<file path="src/rtl/divider_pkg.sv">
`default_nettype none
// ============================================================================
// Module   : divider_pkg
// Purpose  : Shared types and constants for the iterative restoring divider.
// Revision : 1.0 - initial release
// ============================================================================
package divider_pkg;

   // Default operand width and the iteration counter width that goes with it
   localparam int DIV_WIDTH = 32;
   localparam int DIV_CNT_W = $clog2(DIV_WIDTH);

   // Execute-stage interface word types
   typedef logic [31:0] i32;
   typedef logic [63:0] i64;

   // Divider sequencing states
   typedef enum logic [1:0] {
      IDLE   = 2'd0,
      BUSY   = 2'd1,
      FINISH = 2'd2
   } div_state_e;

endpackage
`default_nettype wire

</file>
<file path="src/rtl/divider_div_step.sv">
`default_nettype none
// ============================================================================
// Module   : div_step
// Purpose  : One combinational restoring-division iteration. Shifts the
//            {rem, quo} pair left by one, trial-subtracts the divisor and
//            keeps the difference when it is non-negative.
// Revision : 1.0 - initial release
// ============================================================================
module div_step #(
   parameter int WIDTH = 32
) (
   input  logic [WIDTH-1:0] i_rem,
   input  logic [WIDTH-1:0] i_quo,
   input  logic [WIDTH-1:0] i_dvs,
   output logic [WIDTH-1:0] o_rem,
   output logic [WIDTH-1:0] o_quo
);

   logic [WIDTH:0] w_trial;
   logic [WIDTH:0] w_diff;
   logic           w_ge;

   // Trial subtraction one bit wider than the operands. The partial remainder
   // is always below the divisor, so the shifted trial is below twice the
   // divisor; the difference is then either in [0, divisor) or negative, and
   // its top bit alone tells which.
   always_comb begin
      w_trial = {i_rem, i_quo[WIDTH-1]};
      w_diff  = w_trial - {1'b0, i_dvs};
      w_ge    = ~w_diff[WIDTH];
      o_rem   = w_ge ? w_diff[WIDTH-1:0] : w_trial[WIDTH-1:0];
      o_quo   = {i_quo[WIDTH-2:0], w_ge};
   end

endmodule
`default_nettype wire

</file>
<file path="src/rtl/divider.sv">
`default_nettype none
// ============================================================================
// Module   : divider
// Purpose  : Iterative radix-2 restoring divider (DIV/DIVU) for the HI/LO
//            path. One quotient bit per cycle; result {rem, quo} on c with a
//            valid/done stall handshake shared with the multiplier.
// Revision : 1.0 - initial release
// ============================================================================
module divider
   import divider_pkg::*;
#(
   parameter int WIDTH = DIV_WIDTH
) (
   input  logic                 clk,
   input  logic                 reset,
   input  logic                 valid,
   input  logic                 is_signed,
   input  logic [WIDTH-1:0]     a,
   input  logic [WIDTH-1:0]     b,
   output logic                 done,
   output logic [2*WIDTH-1:0]   c
);

   localparam int CNT_W = (WIDTH > 1) ? $clog2(WIDTH) : 1;
   localparam logic [CNT_W-1:0] LAST_CNT = CNT_W'(WIDTH - 1);

   div_state_e         state_q, state_d;
   logic [CNT_W-1:0]   cnt_q, cnt_d;
   logic [WIDTH-1:0]   rem_q, rem_d;
   logic [WIDTH-1:0]   quo_q, quo_d;
   logic [WIDTH-1:0]   dvs_q, dvs_d;
   logic               neg_quo_q, neg_quo_d;
   logic               neg_rem_q, neg_rem_d;
   logic [2*WIDTH-1:0] c_q, c_d;

   logic [WIDTH-1:0]   w_abs_a;
   logic [WIDTH-1:0]   w_abs_b;
   logic [WIDTH-1:0]   w_rem_nxt;
   logic [WIDTH-1:0]   w_quo_nxt;
   logic [WIDTH-1:0]   w_rem_fix;
   logic [WIDTH-1:0]   w_quo_fix;

   // Single iteration datapath, fed directly from the working registers
   div_step #(
      .WIDTH (WIDTH)
   ) u_step (
      .i_rem (rem_q),
      .i_quo (quo_q),
      .i_dvs (dvs_q),
      .o_rem (w_rem_nxt),
      .o_quo (w_quo_nxt)
   );

   // Operand magnitudes and final sign fixup; -2^(W-1) maps onto itself,
   // which is the correct unsigned magnitude
   always_comb begin
      w_abs_a   = (is_signed && a[WIDTH-1]) ? (~a + WIDTH'(1)) : a;
      w_abs_b   = (is_signed && b[WIDTH-1]) ? (~b + WIDTH'(1)) : b;
      w_quo_fix = neg_quo_q ? (~w_quo_nxt + WIDTH'(1)) : w_quo_nxt;
      w_rem_fix = neg_rem_q ? (~w_rem_nxt + WIDTH'(1)) : w_rem_nxt;
   end

   // Next-state logic: latch operands in IDLE, iterate in BUSY, and capture
   // the fixed-up result on the last iteration so it is on c during FINISH
   always_comb begin
      state_d   = state_q;
      cnt_d     = cnt_q;
      rem_d     = rem_q;
      quo_d     = quo_q;
      dvs_d     = dvs_q;
      neg_quo_d = neg_quo_q;
      neg_rem_d = neg_rem_q;
      c_d       = c_q;
      case (state_q)
         IDLE: begin
            if (valid) begin
               quo_d     = w_abs_a;
               dvs_d     = w_abs_b;
               rem_d     = '0;
               cnt_d     = '0;
               neg_quo_d = is_signed & (a[WIDTH-1] ^ b[WIDTH-1]);
               neg_rem_d = is_signed & a[WIDTH-1];
               state_d   = BUSY;
            end
         end
         BUSY: begin
            rem_d = w_rem_nxt;
            quo_d = w_quo_nxt;
            cnt_d = cnt_q + CNT_W'(1);
            if (cnt_q == LAST_CNT) begin
               c_d     = {w_rem_fix, w_quo_fix};
               state_d = FINISH;
            end
         end
         FINISH: begin
            state_d = IDLE;
         end
         default: begin
            state_d = IDLE;
         end
      endcase
   end

   // State and datapath registers with synchronous reset
   always_ff @(posedge clk) begin
      if (reset) begin
         state_q   <= IDLE;
         cnt_q     <= '0;
         rem_q     <= '0;
         quo_q     <= '0;
         dvs_q     <= '0;
         neg_quo_q <= 1'b0;
         neg_rem_q <= 1'b0;
         c_q       <= '0;
      end else begin
         state_q   <= state_d;
         cnt_q     <= cnt_d;
         rem_q     <= rem_d;
         quo_q     <= quo_d;
         dvs_q     <= dvs_d;
         neg_quo_q <= neg_quo_d;
         neg_rem_q <= neg_rem_d;
         c_q       <= c_d;
      end
   end

   // No stall when idle with no request, or in the single result cycle
   always_comb begin
      done = ((state_q == IDLE) && !valid) || (state_q == FINISH);
      c    = c_q;
   end

endmodule
`default_nettype wire

</file>
<file path="config.mk">
export PLATFORM = sky130hd
export DESIGN_NAME = divider
export DESIGN_NICKNAME = d
export VERILOG_FILES = /design/src/rtl/divider_pkg.sv /design/src/rtl/divider_div_step.sv /design/src/rtl/divider.sv
export SDC_FILE = /design/constraint.sdc
export NUM_CORES = 1
export LEC_CHECK = 0
export ABC_AREA = 0
export BUFFER_PORTS_ARGS = -buffer_cell sky130_fd_sc_hd__buf_2
export CORE_MARGIN = 4
export CORE_UTILIZATION = 64
export CTS_CLUSTER_DIAMETER = 30
export DETAILED_ROUTE_END_ITERATION = 7
export PLACE_DENSITY_LB_ADDON = 0.15
export SYNTH_ARGS = -nofsm -noshare
export SYNTH_HDL_FRONTEND = slang
export SYNTH_HIERARCHICAL = 1
export SYNTH_SLANG_ARGS = --single-unit
</file>
<file path="constraint.sdc">
create_clock -name clk -period 11.79 [get_ports clk]
set_input_delay 0.5895 -clock clk [delete_from_list [all_inputs] [get_ports clk]]
set_output_delay 0.5895 -clock clk [all_outputs]
set_load 0.05 [all_outputs]
</file>
==> reports/results.tsv <==
stage	metric	value	unit
floorplanning	fp.dieW	142	um
sta	final-hold-violation-count	0	
global_route	grt_usage	30.5	%
finish	post-route-util	71.5	%
global_route	grt_pass1_vias	9743	
sta	rsz0062_at_grt	false	
floorplanning	die_area	0.0201	mm^2
finish	fin_cells	1678	
placed_design	dpl.cell_count	1646	
clock_network	cts_hold_buf	0	
clock_network	root_buffer	clkbuf_16	
sta	setup-violations-final	0	
clock_network	path_clk_slew	0.07	ns
sta	min_period	5.91	ns
placed_design	finalWeightedCongestion	0.955	
synth	synthFlopType	dfxtp_1	
synth	syn_nets	1514	
worst_setup_path	endpoint_kind	flop	
floorplanning	coreArea	0.0174	mm^2
global_route	grt_pass1_wl	50.5	mm
synth	syn_area	0.0115	mm^2
synth	synth_cell_types	84	
floorplanning	fp-row-count	48	
worst_setup_path	crit_slowest_cell	mux2i_1	
synth	yosys_warnings	6	
worst_setup_path	crit_chain	ha_1 > a21oi_1 > clkinv_1 > a221o_1 > a21oi_1 > a211oi_2 > nor2_2 > mux2i_1 > and2_4 > inv_2 > mux2_4 > nor4_4 > nand4_1 > o21ai_0 > o22ai_1 > a221oi_1	
routing	drc_errors	0	
worst_setup_path	crit_arrival	6.24	ns
hold_path	hold_path.class	in -> reg	
sta	fin_crit_sh	50.2	%
routing	vias	11000	
sta	timing.slew.headroom	28.6	%
routing	via_per_inst	6.56	
worst_setup_path	crit_top_cell	a21oi_1	
worst_setup_path	crit_type	reg -> reg	
placed_design	dp_hpwl	22.2	mm
sta	clock_skew	0.00888	ns
routing	dr.pass1.iters	6	
worst_setup_path	critical_path.max_stage_delay	0.80	ns
synth	avgSynthCellArea	8.14	um^2
sta	drv_slew	0	
clock_network	cts_resized	0	
synth	ys_ff_latch	169	
global_route	antenna_found_initial	0	
status	status	finished clean	
sta	holdWs	0.439	ns
clock_network	clk_path_buf_depth	2	
worst_setup_path	worstSetupStartpointType	flop	
job	cap_violations	0	
clock_network	cts_max_level	4	
global_route	gr-total-overflow	0	
routing	wl_per_cell	18.6	um
sta	tns	0	ns
placed_design	io_buffers	132	
worst_setup_path	worst_ep_required_time	12.12	ns
worst_setup_path	cp_max_fo	25	
floorplanning	pin_count	133	
routing	routed_wl	31.2	mm
finish	antenna_cells	0	
clock_network	cts-buffers-inserted	17	
routing	ant_nets	0	
finish	syn_to_final_growth	8.74	%
synth	ys_seq_area_share	29.5	%
clock_network	clkSinkCount	169	
clock_network	cts_tree	built	
floorplanning	die_y	142	um
synth	synth_cells	1407	
synth	synthArstFlopShare	0	%
global_route	grt_max_degree	117	
sta	fmax	169	MHz
finish	nNetsFinal	1547	
routing	drt_iter0_drc	1163	
synth	synth_edf_count	0	
clock_network	clk_latency	0.44	ns
sta	tightestPinTransition	1.07	ns
floorplanning	start_util	65.8	%
finish	drive_above_1_share	16.1	%
clock_network	postCtsSetupBuffers	0	
## cell type report
cell class,count,area (um^2)
Inverter,56,210
Timing Repair Buffer,139,716
Clock inverter,12,139
Fill cell,1457,4960
Tap cell,225,282
Multi-Input combinational cell,1057,7260
Clock buffer,20,467
Sequential cell,169,3380
## cells in the mapped netlist, types with 13 or more instances
cell type,instances,area share [%]
a211oi_1,32,2.1
a21o_1,19,1.2
a21oi_1,93,4.1
a22oi_1,51,3.3
a31oi_1,24,1.3
and3_1,20,1.1
buf_4,33,2.2
clkbuf_1,72,2.4
dfxtp_1,169,30
ha_1,38,4.1
inv_1,54,1.8
mux2_4,19,2.5
mux2i_1,17,1.5
nand2_1,64,2.1
nand3_1,32,1.4
nand4_1,15,0.82
nor2_1,139,4.6
nor3_1,31,1.4
nor4_1,17,0.93
o21ai_0,80,3.5
o21ai_1,14,0.61
o22ai_1,27,1.5
o31ai_1,18,1.2
or3_1,13,0.71
xnor2_1,56,4.3
xor2_1,58,4.4
## path summary, 6_finish.rpt
check	start	cells after the start	slack, ns	end
worst min register to register	dvs_q[19]$_SDFFE_PP0P_	2	0.46	dvs_q[19]$_SDFFE_PP0P_
worst max register to register	rem_q[17]$_SDFFE_PP0P_	16	5.88	c[57]$_SDFFE_PP0P_
worst max-delay path	rem_q[17]$_SDFFE_PP0P_	16	5.88	c[57]$_SDFFE_PP0P_
worst min-delay path	b[31]	3	0.44	dvs_q[31]$_SDFFE_PP0P_
## layout by cell type, fill, tap and decap left out, types with 19 or more instances in the layout
cell,instances
o22ai_1,27
a21oi_1,93
dfxtp_1,169
nor2_1,139
nand3_1,32
ha_1,38
o21ai_0,80
nand2_1,64
mux2_4,19
and3_1,20
a31oi_1,24
buf_2,131
inv_1,54
nor3_1,31
xor2_1,58
a22oi_1,51
xnor2_1,56
a21o_1,19
a211oi_1,32
## sequential cells by signal, indices dropped and copies added (netlist names)
register	count
quo_q	32
rem_q	32
neg_quo_q	1
c	64
neg_rem_q	1
cnt_q	5
dvs_q	32
state_q	2
## per-stage QoR
stage / area (um^2) / worst slack [ns]
floorplan: 11500 / 7.37
global placement: 11900 / 6.24
detailed placement: 11900 / 6.03
CTS: 12500 / 5.97
global route: 12500 / 5.37
finish: 12500 / 5.88
## routing by layer
layer	routed length [um]	global-route usage [%]
met1	14700	47.1
met2	13000	43.6
met3	3170	6.13
met4	353	6.31
met5	0	0
## critical path, delay by kind of cell (launching register included)
kind	cells	cell delay, ns
AO/OA/AOI/OAI	7	1.96
AND/OR/NAND/NOR	4	1.41
multiplexers	2	1.24
buffers and inverters	2	0.44
adder cells (fa/ha/maj)	1	0.40
flip-flops	1	0.35
## cells by family after synthesis
family	count (synthesis)	synth area share, %
AOI/OAI and AO/OA	455	26.5
xor gates and xnor gates	114	8.71
adders and majority gates	39	4.32
buffers and inverters	181	7.32
DFF	169	29.5
muxes	38	4.17
and+or+nand+nor	411	19.4
Power is not shown: default switching activity piles up to over one toggle a cycle in this logic, so the estimate is an artifact.
